## src/rtl/alu_pkg.sv

```systemverilog
// Shared ALU definitions: function-select codes, flag bit positions and the
// multiply sequencer state encoding.
package alu_pkg;

   // 8-bit operations (upper FunSel bit clear)
   localparam logic [4:0] A_8          = 5'b00000;
   localparam logic [4:0] B_8          = 5'b00001;
   localparam logic [4:0] NOT_A_8      = 5'b00010;
   localparam logic [4:0] NOT_B_8      = 5'b00011;
   localparam logic [4:0] A_PLUS_B_8   = 5'b00100;
   localparam logic [4:0] A_PLUS_B_C_8 = 5'b00101;
   localparam logic [4:0] A_MINUS_B_8  = 5'b00110;
   localparam logic [4:0] A_AND_B_8    = 5'b00111;
   localparam logic [4:0] A_OR_B_8     = 5'b01000;
   localparam logic [4:0] A_XOR_B_8    = 5'b01001;
   localparam logic [4:0] A_NAND_B_8   = 5'b01010;
   localparam logic [4:0] LSL_A_8      = 5'b01011;
   localparam logic [4:0] LSR_A_8      = 5'b01100;
   localparam logic [4:0] ASR_A_8      = 5'b01101;
   localparam logic [4:0] CSL_A_8      = 5'b01110;
   localparam logic [4:0] CSR_A_8      = 5'b01111;

   // 16-bit operations (upper FunSel bit set)
   localparam logic [4:0] A_16          = 5'b10000;
   localparam logic [4:0] B_16          = 5'b10001;
   localparam logic [4:0] NOT_A_16      = 5'b10010;
   localparam logic [4:0] NOT_B_16      = 5'b10011;
   localparam logic [4:0] A_PLUS_B_16   = 5'b10100;
   localparam logic [4:0] A_PLUS_B_C_16 = 5'b10101;
   localparam logic [4:0] A_MINUS_B_16  = 5'b10110;
   localparam logic [4:0] A_AND_B_16    = 5'b10111;
   localparam logic [4:0] A_OR_B_16     = 5'b11000;
   localparam logic [4:0] A_XOR_B_16    = 5'b11001;
   localparam logic [4:0] A_NAND_B_16   = 5'b11010;
   localparam logic [4:0] LSL_A_16      = 5'b11011;
   localparam logic [4:0] LSR_A_16      = 5'b11100;
   localparam logic [4:0] ASR_A_16      = 5'b11101;
   localparam logic [4:0] CSL_A_16      = 5'b11110;
   localparam logic [4:0] CSR_A_16      = 5'b11111;

   // Flag bit positions within the {Z,C,N,O} flag word
   localparam int FLAG_Z = 3;
   localparam int FLAG_C = 2;
   localparam int FLAG_N = 1;
   localparam int FLAG_O = 0;

   // Shift-and-add multiply sequencer states
   typedef enum logic [2:0] {
      IDLE,
      SHR,
      TEST,
      ADD,
      SHL,
      DONE
   } mulState_t;

endpackage

```

## src/rtl/alu_mul_sequencer.sv

```systemverilog
// Shift-and-add unsigned multiplier that borrows the shared 16-bit ALU for
// every arithmetic step. The multiplier is shifted right through the ALU; the
// carry flag it leaves behind decides whether the multiplicand is added, and
// the zero flag from the same shift ends the loop once no set bits remain.
module alu_mul_sequencer
   import alu_pkg::*;
#(
   parameter int OPW = 8
) (
   input  logic           i_clk,
   input  logic           i_rst_n,
   input  logic           i_start,
   input  logic [OPW-1:0] i_multiplicand,
   input  logic [OPW-1:0] i_multiplier,
   output logic           o_busy,
   output logic           o_done,
   output logic [15:0]    o_product,
   output logic [15:0]    o_aluA,
   output logic [15:0]    o_aluB,
   output logic [4:0]     o_aluFunSel,
   output logic           o_aluWf,
   input  logic [15:0]    i_aluOut,
   input  logic [3:0]     i_flagsIn
);

   mulState_t   r_state;
   mulState_t   w_nextState;
   logic [15:0] r_mcand;
   logic [15:0] r_mplr;
   logic [15:0] r_acc;
   logic [15:0] r_product;
   logic        w_unusedFlags;

   // N and O are never consulted by the multiply loop
   assign w_unusedFlags = ^i_flagsIn[FLAG_N:FLAG_O];

   assign o_busy    = (r_state != IDLE);
   assign o_done    = (r_state == DONE);
   assign o_product = r_product;

   // State register
   always_ff @(posedge i_clk or negedge i_rst_n) begin
      if (!i_rst_n) begin
         r_state <= IDLE;
      end else begin
         r_state <= w_nextState;
      end
   end

   // Next-state decode and ALU drive; flags are only written during the shift
   // right, so Z seen in SHL is still the one produced by that shift
   always_comb begin
      w_nextState = r_state;
      o_aluA      = 16'h0000;
      o_aluB      = 16'h0000;
      o_aluFunSel = A_16;
      o_aluWf     = 1'b0;
      case (r_state)
         IDLE: begin
            if (i_start) begin
               w_nextState = SHR;
            end
         end
         SHR: begin
            o_aluA      = r_mplr;
            o_aluFunSel = LSR_A_16;
            o_aluWf     = 1'b1;
            w_nextState = TEST;
         end
         TEST: begin
            w_nextState = i_flagsIn[FLAG_C] ? ADD : SHL;
         end
         ADD: begin
            o_aluA      = r_acc;
            o_aluB      = r_mcand;
            o_aluFunSel = A_PLUS_B_16;
            w_nextState = SHL;
         end
         SHL: begin
            o_aluA      = r_mcand;
            o_aluFunSel = LSL_A_16;
            w_nextState = i_flagsIn[FLAG_Z] ? DONE : SHR;
         end
         DONE: begin
            w_nextState = IDLE;
         end
         default: begin
            w_nextState = IDLE;
         end
      endcase
   end

   // Datapath registers; the product is captured on the edge into DONE so it
   // is already valid while Done is high, and it then holds until the next
   // accepted request finishes
   always_ff @(posedge i_clk or negedge i_rst_n) begin
      if (!i_rst_n) begin
         r_mcand   <= 16'h0000;
         r_mplr    <= 16'h0000;
         r_acc     <= 16'h0000;
         r_product <= 16'h0000;
      end else begin
         case (r_state)
            IDLE: begin
               if (i_start) begin
                  r_mcand <= {{(16-OPW){1'b0}}, i_multiplicand};
                  r_mplr  <= {{(16-OPW){1'b0}}, i_multiplier};
                  r_acc   <= 16'h0000;
               end
            end
            SHR: begin
               r_mplr <= i_aluOut;
            end
            ADD: begin
               r_acc <= i_aluOut;
            end
            SHL: begin
               r_mcand <= i_aluOut;
               if (i_flagsIn[FLAG_Z]) begin
                  r_product <= r_acc;
               end
            end
            default: begin
            end
         endcase
      end
   end

endmodule
```

## config.mk

```make
export PLATFORM = sky130hd
export DESIGN_NAME = alu_mul_sequencer
export DESIGN_NICKNAME = d
export VERILOG_FILES = /design/src/rtl/alu_pkg.sv /design/src/rtl/alu_mul_sequencer.sv
export SDC_FILE = /design/constraint.sdc
export NUM_CORES = 1
export LEC_CHECK = 0
export CORE_UTILIZATION = 51
export CTS_CLUSTER_DIAMETER = 50
export DETAILED_ROUTE_END_ITERATION = 10
export GPL_TIMING_DRIVEN = 0
export PLACE_DENSITY = 0.9
export SYNTH_ARGS = -nofsm -noshare
export SYNTH_HDL_FRONTEND = slang
export SYNTH_SLANG_ARGS = --single-unit
export TNS_END_PERCENT = 100
```

## constraint.sdc

```tcl
create_clock -name i_clk -period 2.75 [get_ports i_clk]
set_input_delay 0.55 -clock i_clk [delete_from_list [all_inputs] [get_ports i_clk]]
set_output_delay 0.55 -clock i_clk [all_outputs]
set_load 0.01 [all_outputs]
```

Word-level counts from Yosys, hierarchy flattened:

Cells that the tools add are included.

* add/subtract/negate cells: 0
* div/mod/pow operators: 0
* $lt $le $gt $ge: 0
* reductions and logical operators: 9
* shift operators: 0
* mux-type cells: 14
* bitwise logic cells: 0
* multipliers: 0
* eq/ne operators: 6

Operator list (number)
* one-hot mux 16 bit (2 select lines): 3
* two-way mux 16 bit: 4
* one-hot mux 16 bit (3 select lines): 1
* one-hot mux 3 bit (5 select lines): 1
* one-hot mux 4 bit (3 select lines): 1
* two-way mux 3 bit: 3
* AND reduction 2 bit: 4
* equality test 3 x 2 -> 1 bit, second input constant: 2
* equality test 3 bit, second input constant: 2
* nonzero test 2 bit: 3
* equality test 3 x 1 -> 1 bit, second input constant: 1
* zero test 3 bit: 1
* nonzero test 3 bit: 1
* inequality test 2 bit, second input constant: 1
* two-way mux 1 bit: 1

* memories kept: 0
* input bits: 39
* bits in registers: 67
* logic and storage cells: 34
* RAM bits: 0
* latch bits: 0
* output and inout bits: 56
* bits in read-only memories: 0

Depth between registers and ports, before layout:

* depth after elaboration: 3
* depth in mapped cells: 6
* mapped depth without buffers: 4

Worst setup path before layout:

OpenSTA, ideal clock, no wires.

* path kind: register to output
* start point: register r_state[0]
* end point: output o_aluA[0]
* setup slack: 820 ps
* data required time: 2200 ps
* path buffers: 2
* cell stages (with the launch flop): 6
* data arrival time: 1380 ps
* cells stage by stage: dfrtp_1 > nor2b_1 > clkbuf_1 > clkbuf_1 > a22oi_1 > o21ai_0

* longest elaborated chain between the ends: 2
* elaborated cells between the ends (all ways): 4
* classes of those cells: 3 x eq/ne; 1 x mux

Ends and longest elaborated chain
* start, declared: line alu_mul_sequencer.sv:26 `mulState_t r_state;`
* start signal, assigned: line alu_mul_sequencer.sv:46 `r_state <= w_nextState;`
* equality test 3 bit, or another cell as far along: line alu_mul_sequencer.sv:58 `case (r_state)`
* one-hot mux 16 bit (3 select lines) (*): line alu_mul_sequencer.sv:58
* end, declared: line alu_mul_sequencer.sv:18 `output logic [15:0] o_aluA,`

Mark *: on every way between the ends. The rest lies on a longest branch, timed or not.

Worst setup path after layout:

* start point: register r_state[0]
* end point: output o_aluFunSel[3]

* longest elaborated chain between the ends: 2
* elaborated cells between the ends (all ways): 4
* classes of those cells: 3 x eq/ne; 1 x mux

Ends and longest elaborated chain
* equality test 3 bit, or another cell as far along: line alu_mul_sequencer.sv:58
* one-hot mux 4 bit (3 select lines) (*): line alu_mul_sequencer.sv:58
* end, declared: line alu_mul_sequencer.sv:20 `output logic [4:0] o_aluFunSel,`

Marked as above.

==> results.md <==
- FILL cells: 413
- MaxCap Viol Count: 0
- Vias in the first global route: 2577
- CP max-delay cell: clkdlybuf4s50_1
- Slew @ Worst Pin: 0.836 ns
- Synth Net Count: approximately 330
- GR Overflow Total: 0
- Pwr/cell area: 1050 nW/µm²
- Arrival @ worst endpoint: 2.17 ns
- Cells after Synth: 290
- Worst R2R Start: r_state[1]
- Hold buffers post-CTS: 0
- Antenna Nets Post-Route: 0
- Clk buf depth: 2
- Die Area: ~6600 µm²
- DRT iter0 DRCs: 277
- CTS tree: yes
- Final cycle utilization of the critical path: 98.8%
- Vias per inst: 5.93
- Worst Path Max Fanout: 19
- Netlist cell types: 33
- Initial core utilization: 53.6%
- DRC: 0
- Worst R2R Setup Slack: 0.87 ns
- Result of the run: finished, final reports clean
- Slew HR: between 40% and 50%
- Final Worst Setup Slack: 0.0319 ns
- CP endpoint kind: output pin
- Worst-Skew Late Latency: 0.34 ns
- Setup TNS: 0 ns
- Max VDD drop: 0.631 mV
- Layout cells sized above 1: 15.7%
- Max Clock Freq: 368 MHz
- Instance count on the critical path: 5
- First-pass GRT wire length: 13500 µm
- Design Area, Final: 4490 µm²
- Routed WL per cell: 18.8 µm
- R2R Path End: o_product[14]
- Die Y: 81.5 µm
- Place WS: 0.00739 ns
- R2r worst-path depth: 6
- Rows: 28
- H-tree levels: 3
- Clock skew: about 0.0068 ns
- Ports: 95
- Routability congestion estimate from global placement: 0.892
- TritonRoute pass-1 iters: 5
- Seq/Total Area, Yosys: between 50% and 60%
- Synth warnings: 0
- Crit path cell chain: or3b_1 > buf_4 > clkinv_4 > or2_2 > clkdlybuf4s50_1
- Cell Area, Placed: between 4000 and 5000 µm²
- Buffers and inverters on the worst path: 3
- N_diodes: 0
- Tot Pwr: 4700 µW
- Horiz. Die Dim: about 82 µm
- Number of port buffers: 91
- Pins Over Slew Limit: 0
- Clock root cell: clkbuf_8
- Largest net degree at the start of global routing: 68
- Cell area after synthesis: 3230 µm²
- Clk slew on worst S/H paths: around 0.07 ns
- Most frequent cells in the layout: clkdlybuf4s50_1, dfrtp_1, a22o_1
- P&R area growth vs syn: 39.0%
- Final Critical Period: 2.72 ns
- Syn Area/Cell: 11.1 µm²
- GRT Overall Usage: 27.7%
- Initial antenna violation count: 0
- Core area: 6030 µm²
- Synth Register Bits: 67
- CP Launch Type: register
- HPWL after DPL: 6270 µm
- WL final: 8840 µm
- Hold Vio Cnt, Final: 0
- Count of final setup violators: 0
- Worst hold path class: in -> async
- CP max stage delay: 0.52 ns
- Vias: between 2000 and 3000
- Layout net count: 430
- CP top delay family: buffers and inverters
- Most common cell after layout, fill and taps aside: clkdlybuf4s50_1
- Inserted Clock Buffers: 9
- Kind of critical path: reg -> out
- Worst Path Required: 2.20 ns
- Leak pwr: roughly 0.0021 µW
- CTS Sinks: 67
==> flip-flops by register name (all words and copies together), names as in the netlist <==
name / flops
o_product: 16
r_acc: 16
r_mcand: 16
r_mplr: 16
r_state: 3
==> power breakdown <==
part           leakage (µW)  internal [µW]  switching (µW)  total, µW
registers          0.000861           1350             283       1630
clock network      0.000113            559             370        929
logic               0.00109           1090            1050       2140
==> cell usage after synthesis <==
| master | n | area share (%) |
|---|---|---|
| dfrtp_1 | 67 | 52 |
| a22o_1 | 32 | 8.7 |
| a22oi_1 | 24 | 5.6 |
| o21ai_0 | 23 | 3.6 |
| nor2_1 | 19 | 2.2 |
| and2_1 | 17 | 3.3 |
| nand2_1 | 16 | 1.9 |
| nor2b_1 | 11 | 2.1 |
| buf_2 | 9 | 1.4 |
| clkbuf_1 | 9 | 1.0 |
| mux2_4 | 9 | 4.2 |
| a221oi_1 | 8 | 2.2 |
| a31oi_1 | 8 | 1.6 |
| buf_4 | 8 | 1.9 |
| mux2_2 | 7 | 2.4 |
| and3b_1 | 2 | 0.54 |
| buf_6 | 2 | 0.70 |
| nor2_2 | 2 | 0.39 |
| nor3b_2 | 2 | 0.78 |
| or2_2 | 2 | 0.39 |
| a211oi_1 | 1 | 0.23 |
| clkinv_2 | 1 | 0.15 |
| conb_1 | 1 | 0.12 |
| mux2i_1 | 1 | 0.31 |
| nand2b_1 | 1 | 0.19 |
| nor3_1 | 1 | 0.15 |
| nor3b_1 | 1 | 0.23 |
| nor4b_4 | 1 | 0.74 |
| o21ai_1 | 1 | 0.15 |
| or2_1 | 1 | 0.19 |
| or3_1 | 1 | 0.19 |
| or3b_1 | 1 | 0.27 |
| or4b_1 | 1 | 0.31 |
==> layer usage <==
layer / part of all wire (%) / GRT usage [%] / up-vias
met2: 48 / 40.7 / 156
met1: 42 / 40.5 / 1342
met5: 0 / 0 / -
met3: 6.9 / 3.89 / 24
li1: - / - / 1270
met4: 2.7 / 13.0 / 0
==> stage by stage <==
step                      std cells  util [%]  hold WS (ns)
after global placement          456      70.2         0.484
after global routing            471      74.4         0.391
after floorplan                 290         -         0.254
final                           471      74.4         0.295
after detailed placement        456      70.2         0.483
after CTS                       471      74.0         0.329
==> worst max path at each step <==
stage	to	from	slack [ns]
after global placement	o_product[1]	i_rst_n	-0.93
after floorplan	o_aluA[0]	r_state[0]	0.82
after global routing	o_aluFunSel[3]	r_state[0]	-0.03
after CTS	o_aluB[12]	r_state[2]	0.0001
after detailed placement	o_aluA[6]	r_state[0]	0.007
final	o_aluFunSel[3]	r_state[0]	0.03
==> cell families (layout without fill, tap and decap cells) <==
| group | count (synthesis) | count (layout) | share of synthesized area, % |
|---|---|---|---|
| AOI/OAI and AO/OA | 97 | 97 | 21.9 |
| and+or+nand+nor | 79 | 79 | 13.9 |
| DFF | 67 | 67 | 52.0 |
| buffers and inverters | 29 | 135 | 5.16 |
| muxes | 17 | 17 | 6.94 |
| other | 1 | 1 | 0.116 |
==> what timing repair did <==
item,4_1_cts,5_1_grt
setup buffers,1,0
endpoints found under the setup margin,34,18
resized for setup,30,12
==> cell type report <==
class	instances	area, µm²	share of cell area, %
clock buffer	12	155	3.46
multi-input combinational	194	1390	30.9
timing repair buffer	92	906	20.2
clock inverter	4	72.6	1.62
sequential	67	1680	37.4
buffer	26	188	4.18
inverter	1	8.76	0.195
tap	75	93.8	2.09
(Power assumes the default switching activity.)
